### src/rtl/fetch_unit.sv
// Instruction fetch stage: owns the PC, issues single cache reads, and buffers returned instructions.
// Optional performance counters are enabled by defining FETCH_PERF_CNT_EN.
`timescale 1ns/1ps
module fetch_unit #(
  parameter int unsigned          DATA_WIDTH = 32,
  parameter int unsigned          ADD_WIDTH  = 12,
  parameter int unsigned          FIFO_DEPTH = 4,
  parameter logic [ADD_WIDTH-1:0] RESET_PC   = '0,
  parameter int unsigned          PC_INC     = 4
) (
  input  logic                  clock,
  input  logic                  reset_n,
  output logic [ADD_WIDTH-1:0]  cache_add,
  output logic                  cache_ren,
  output logic                  cache_wen,
  output logic [DATA_WIDTH-1:0] cache_wdata,
  input  logic                  hit_miss,
  input  logic [DATA_WIDTH-1:0] cache_data,
  input  logic                  redirect_valid,
  input  logic [ADD_WIDTH-1:0]  redirect_pc,
  output logic                  inst_valid,
  input  logic                  inst_ready,
  output logic [DATA_WIDTH-1:0] inst_data,
  output logic [ADD_WIDTH-1:0]  inst_pc,
  output logic [15:0]           perf_hits,
  output logic [15:0]           perf_stall
);

  localparam int unsigned PTR_W = (FIFO_DEPTH > 1) ? $clog2(FIFO_DEPTH) : 1;
  localparam int unsigned CNT_W = PTR_W + 1;

  typedef enum logic [1:0] {S_HOLD, S_ISSUE, S_CHECK} state_t;

  state_t                r_state, w_state_next;
  logic [ADD_WIDTH-1:0]  r_pc, w_pc_next;
  logic [ADD_WIDTH-1:0]  r_pend_pc, w_pend_pc_next;
  logic                  r_pend, w_pend_next;
  logic                  r_ren;

  logic [DATA_WIDTH-1:0] r_mem_data [FIFO_DEPTH];
  logic [ADD_WIDTH-1:0]  r_mem_pc   [FIFO_DEPTH];
  logic [PTR_W-1:0]      r_wptr, r_rptr;
  logic [CNT_W-1:0]      r_count, w_count_next;

  logic w_pop, w_capture, w_push, w_space;

  assign w_pop     = (r_count != '0) && inst_ready;
  assign w_capture = (r_state == S_CHECK) && hit_miss;
  // A capture is discarded when a redirect is pending or arriving on the same edge.
  assign w_push    = w_capture && !r_pend && !redirect_valid;

  always_comb begin
    w_count_next = r_count;
    if (redirect_valid) w_count_next = '0;
    else                w_count_next = r_count + CNT_W'(w_push) - CNT_W'(w_pop);
  end

  assign w_space = (w_count_next < CNT_W'(FIFO_DEPTH));

  always_ff @(posedge clock) begin
    if (!reset_n) begin
      r_state   <= S_HOLD;
      r_pc      <= RESET_PC;
      r_pend    <= 1'b0;
      r_pend_pc <= '0;
      r_ren     <= 1'b0;
    end else begin
      r_state   <= w_state_next;
      r_pc      <= w_pc_next;
      r_pend    <= w_pend_next;
      r_pend_pc <= w_pend_pc_next;
      r_ren     <= (w_state_next != S_HOLD);
    end
  end

  always_comb begin
    w_state_next   = r_state;
    w_pc_next      = r_pc;
    w_pend_next    = r_pend;
    w_pend_pc_next = r_pend_pc;
    case (r_state)
      S_HOLD: begin
        if (redirect_valid) w_pc_next    = redirect_pc;
        else if (w_space)   w_state_next = S_ISSUE;
      end
      S_ISSUE: begin
        w_state_next = S_CHECK;
        if (redirect_valid) begin
          w_pend_next    = 1'b1;
          w_pend_pc_next = redirect_pc;
        end
      end
      S_CHECK: begin
        if (hit_miss) begin
          w_pend_next  = 1'b0;
          w_state_next = S_ISSUE;
          if (redirect_valid)  w_pc_next = redirect_pc;
          else if (r_pend)     w_pc_next = r_pend_pc;
          else begin
            w_pc_next = r_pc + ADD_WIDTH'(PC_INC);
            if (!w_space) w_state_next = S_HOLD;
          end
        end else if (redirect_valid) begin
          w_pend_next    = 1'b1;
          w_pend_pc_next = redirect_pc;
        end
      end
      default: w_state_next = S_HOLD;
    endcase
  end

  // Show-ahead instruction buffer; a redirect flush overrides any push or pop.
  always_ff @(posedge clock) begin
    if (!reset_n) begin
      r_wptr  <= '0;
      r_rptr  <= '0;
      r_count <= '0;
      for (int i = 0; i < int'(FIFO_DEPTH); i++) begin
        r_mem_data[i] <= '0;
        r_mem_pc[i]   <= '0;
      end
    end else if (redirect_valid) begin
      r_wptr  <= '0;
      r_rptr  <= '0;
      r_count <= '0;
    end else begin
      if (w_push) begin
        r_mem_data[r_wptr] <= cache_data;
        r_mem_pc[r_wptr]   <= r_pc;
        r_wptr             <= r_wptr + PTR_W'(1);
      end
      if (w_pop) r_rptr <= r_rptr + PTR_W'(1);
      r_count <= w_count_next;
    end
  end

  assign cache_add   = r_pc;
  assign cache_ren   = r_ren;
  assign cache_wen   = 1'b0;
  assign cache_wdata = '0;
  assign inst_valid  = (r_count != '0);
  assign inst_data   = r_mem_data[r_rptr];
  assign inst_pc     = r_mem_pc[r_rptr];

`ifdef FETCH_PERF_CNT_EN
  logic [15:0] r_perf_hits, r_perf_stall;

  // Saturating counters: pushed captures and stalled CHECK cycles.
  always_ff @(posedge clock) begin
    if (!reset_n) begin
      r_perf_hits  <= '0;
      r_perf_stall <= '0;
    end else begin
      if (w_push && (r_perf_hits != 16'hFFFF))
        r_perf_hits <= r_perf_hits + 16'd1;
      if ((r_state == S_CHECK) && !hit_miss && (r_perf_stall != 16'hFFFF))
        r_perf_stall <= r_perf_stall + 16'd1;
    end
  end

  assign perf_hits  = r_perf_hits;
  assign perf_stall = r_perf_stall;
`else
  assign perf_hits  = 16'd0;
  assign perf_stall = 16'd0;
`endif

endmodule

### config.mk
export PLATFORM = sky130hd
export DESIGN_NAME = fetch_unit
export DESIGN_NICKNAME = d
export VERILOG_FILES = /design/src/rtl/fetch_unit.sv
export SDC_FILE = /design/constraint.sdc
export NUM_CORES = 1
export LEC_CHECK = 0
export ABC_CLOCK_PERIOD_IN_PS = 5440
export CAP_MARGIN = 5
export CORE_ASPECT_RATIO = 1.25
export CORE_MARGIN = 5
export CORE_UTILIZATION = 35
export DETAILED_ROUTE_END_ITERATION = 10
export GPL_ROUTABILITY_DRIVEN = 0
export PLACE_DENSITY_LB_ADDON = 0.3
export SLEW_MARGIN = 20
export SYNTH_ARGS = -nofsm -noshare
export SYNTH_HDL_FRONTEND = slang
export SYNTH_SLANG_ARGS = --single-unit
### constraint.sdc
create_clock -name clock -period 5.44 [get_ports clock]
set_input_delay 0.816 -clock clock [delete_from_list [all_inputs] [get_ports clock]]
set_output_delay 0.816 -clock clock [all_outputs]
set_load 0.02 [all_outputs]
==> out/qor.csv <==
metric,value,unit
status,completed,
cts.sinks,213,
cts_max_level,1,
ctsResizeCount,0,
min_period,3.95,ns
nets,877,
async_flop_share,0,%
clockBufferDepth,3,
wirelength,21.7,mm
critPathArrivalTime,4.31,ns
drv_slew,0,
io_buffers,106,
pre_cts_ws,0.993,ns
syn_area_per_cell,13.7,sq um
vias,5655,
antenna_found_initial,0,
drt_first_pass_iters,4,
tightest_slew,1.06,ns
crit_path_start_kind,input pin,
die_w,161,microns
netlist.area_leader.share,52.9,%
cts_tree,yes,
yosysSeqAreaShare,60.3,%
final_antenna_net_count,0,
core,28300,sq um
synth_flop_cell,edfxtp_1,
drc,0,
fin_skew,0.0185,ns
cts-root-buf,clkbuf_16,
clk_pin_slew,0.06,ns
finalWorstSetupSlack,1.49,ns
ir_drop,0.205,mV
required,5.81,ns
cap_viol_max_count,0,
p_total,0.00375,W
initial_core_util,35.3,%
synthesis.instances,730,
hold_class,flip-flop to flip-flop,
post_drt_wl_per_cell,18.3,microns
die_y,199,microns
leakage,4.45,nW
synth.distinct_cells,51,
criticalPathCategory,input pin to flip-flop,
insertion_delay,0.50,ns
finalCritPeriodShare,72.5,%
grt_max_degree,49,
timing.critical_path.fanout_max,48,
grt_pass1_vias,5953,
layout-area-overhead-vs-synth,18.0,%
rsz0062_at_grt,no,
cts-buffers-inserted,22,
n_antenna_cell,0,
relSlewSlack,28.9,%
synth-edff-count,176,
grt_pass1_wl,33.7,mm
yosysWarningCount,0,
n_fill_cell,2680,
ys_ff_latch,213,
grt-ovfl-total,0,
hold_viol_final,0,
die_area,32100,sq um
placementRows,69,
fmax,253,MHz
setup_violations,0,
final_layout_size_suffix_gt1_share,11.5,%
drt_iter0_drc,283,
setup_tns,0,ns
power_density,318,nW/um^2
synth_largest_area_cell,edfxtp_1,
hold_buffers,0,
synth_area,10000,sq um
io_pins,172,
routed_via_density,4.76,
post_cts_buffers,0,
yosys-top-cells-area,"edfxtp_1 (53%), mux4_2 (9.9%), and2_1 (8.3%), dfxtp_1 (7.4%), buf_4 (5.0%)",
place_hpwl,13.3,mm
grt_use_total,13.3,%
critPathCaptureType,flip-flop,
==> worst max-delay path, stage by stage <==
cell and delay (ns):
clkdlybuf4s50_1 0.56, and4bb_4 0.82, inv_1 0.25, ha_1 0.34
inv_1 0.04, ha_1 0.18, fa_1 0.37, xor2_1 0.16
xnor2_1 0.22, a311oi_1 0.15, or3b_1 0.39
==> flip-flops by register name, summed over array words and instances, names as in the netlist, named ones only <==
name	flops
r_mem_data	128
r_rptr	2
r_wptr	2
r_pend_pc	12
cache_ren	1
r_mem_pc	48
r_count	3
r_state	2
r_pend	1
cache_add	12
==> cell usage in the layout, fill, tap and decap left out, types with 10 or more instances in the layout <==
master	instances
clkbuf_16	22
buf_4	10
a21oi_1	19
and2_1	133
conb_1	65
mux2i_1	15
nand2_1	14
edfxtp_1	176
o21ai_0	14
mux4_2	44
inv_1	14
and3_1	45
dfxtp_1	35
clkdlybuf4s50_1	105
nor2_1	27
==> synth_stat cells (all sizes together), types with 2 or more instances <==
master and number:
nor4 2, o311ai 2, nor3 2, a21oi 19
nand4 2, clkbuf 36, and2 133, o31a 2
mux2i 15, xnor2 7, and3 45, mux4 44
nand2b 8, nand2 15, nor2 28, or3b 2
buf 78, dfxtp 37, a311oi 3, ha 7
edfxtp 176, o31ai 2, nand3 6, nor2b 3
inv 14, o21a 2, o21ai 18, xor2 2
o221a 2, a31oi 2
==> cell type report <==
class,count,area (sq um),area share [%]
Clock buffer,25,562,4.76
Inverter,15,56.3,0.477
Multi-Input combinational cell,452,3510,29.7
Tap cell,355,444,3.76
Sequential cell,213,6030,51.1
Timing Repair Buffer,116,1130,9.59
Clock inverter,12,66.3,0.562
==> cells by family (layout without fill, tap and decap cells) <==
group                      after synthesis  after routing  share of synthesized area, %
and+or+nand+nor                        253            253                          15.2
xor gates and xnor gates                 9              9                         0.789
buffers and inverters                  129            168                          7.57
AOI/OAI and AO/OA                       58             58                          3.64
muxes                                   59             59                          11.4
DFF                                    213            213                          60.3
adders and majority gates                8              8                          1.08
other                                    1             65                        0.0375
==> stage by stage <==
| stage | area [sq um] | hold slack (ns) | utilization (%) | std cells |
|---|---|---|---|---|
| final | 11800 | 0.493 | 41.7 | 1188 |
| after global routing | 11800 | 0.522 | 41.7 | 1188 |
| after CTS | 11800 | 0.494 | 41.7 | 1188 |
| after detailed placement | 11200 | 0.479 | 39.4 | 1151 |
| after global placement | 11200 | 0.467 | 39.4 | 1151 |
| after floorplan | 10200 | 0.454 | - | 794 |
==> routing by layer <==
layer,vias to the layer above,GRT usage (%),wire [microns]
li1,2694,-,-
met1,2764,16.1,8720
met2,176,25.1,11600
met3,21,2.03,1160
met4,0,2.88,274
met5,-,0,0
==> worst paths after layout <==
check | from | endpoint | slack [ns] | cells past startpoint
worst max-delay path | redirect_valid | cache_ren | 1.49 | 11
worst min-delay path | r_pend_pc[9] | r_pend_pc[9] | 0.49 | 2
worst max register to register | r_state[0] | cache_ren | 1.77 | 12
worst min register to register | r_pend_pc[9] | r_pend_pc[9] | 0.49 | 2
==> report_power, final <==
| group | internal (W) | switching [W] | leakage, nW |
|---|---|---|---|
| sequential | 0.00185 | 0.0000888 | 2.12 |
| clock | 0.000740 | 0.000594 | 0.309 |
| combinational | 0.000201 | 0.000271 | 2.02 |
Note: power is estimated with default switching activity, not from simulation.
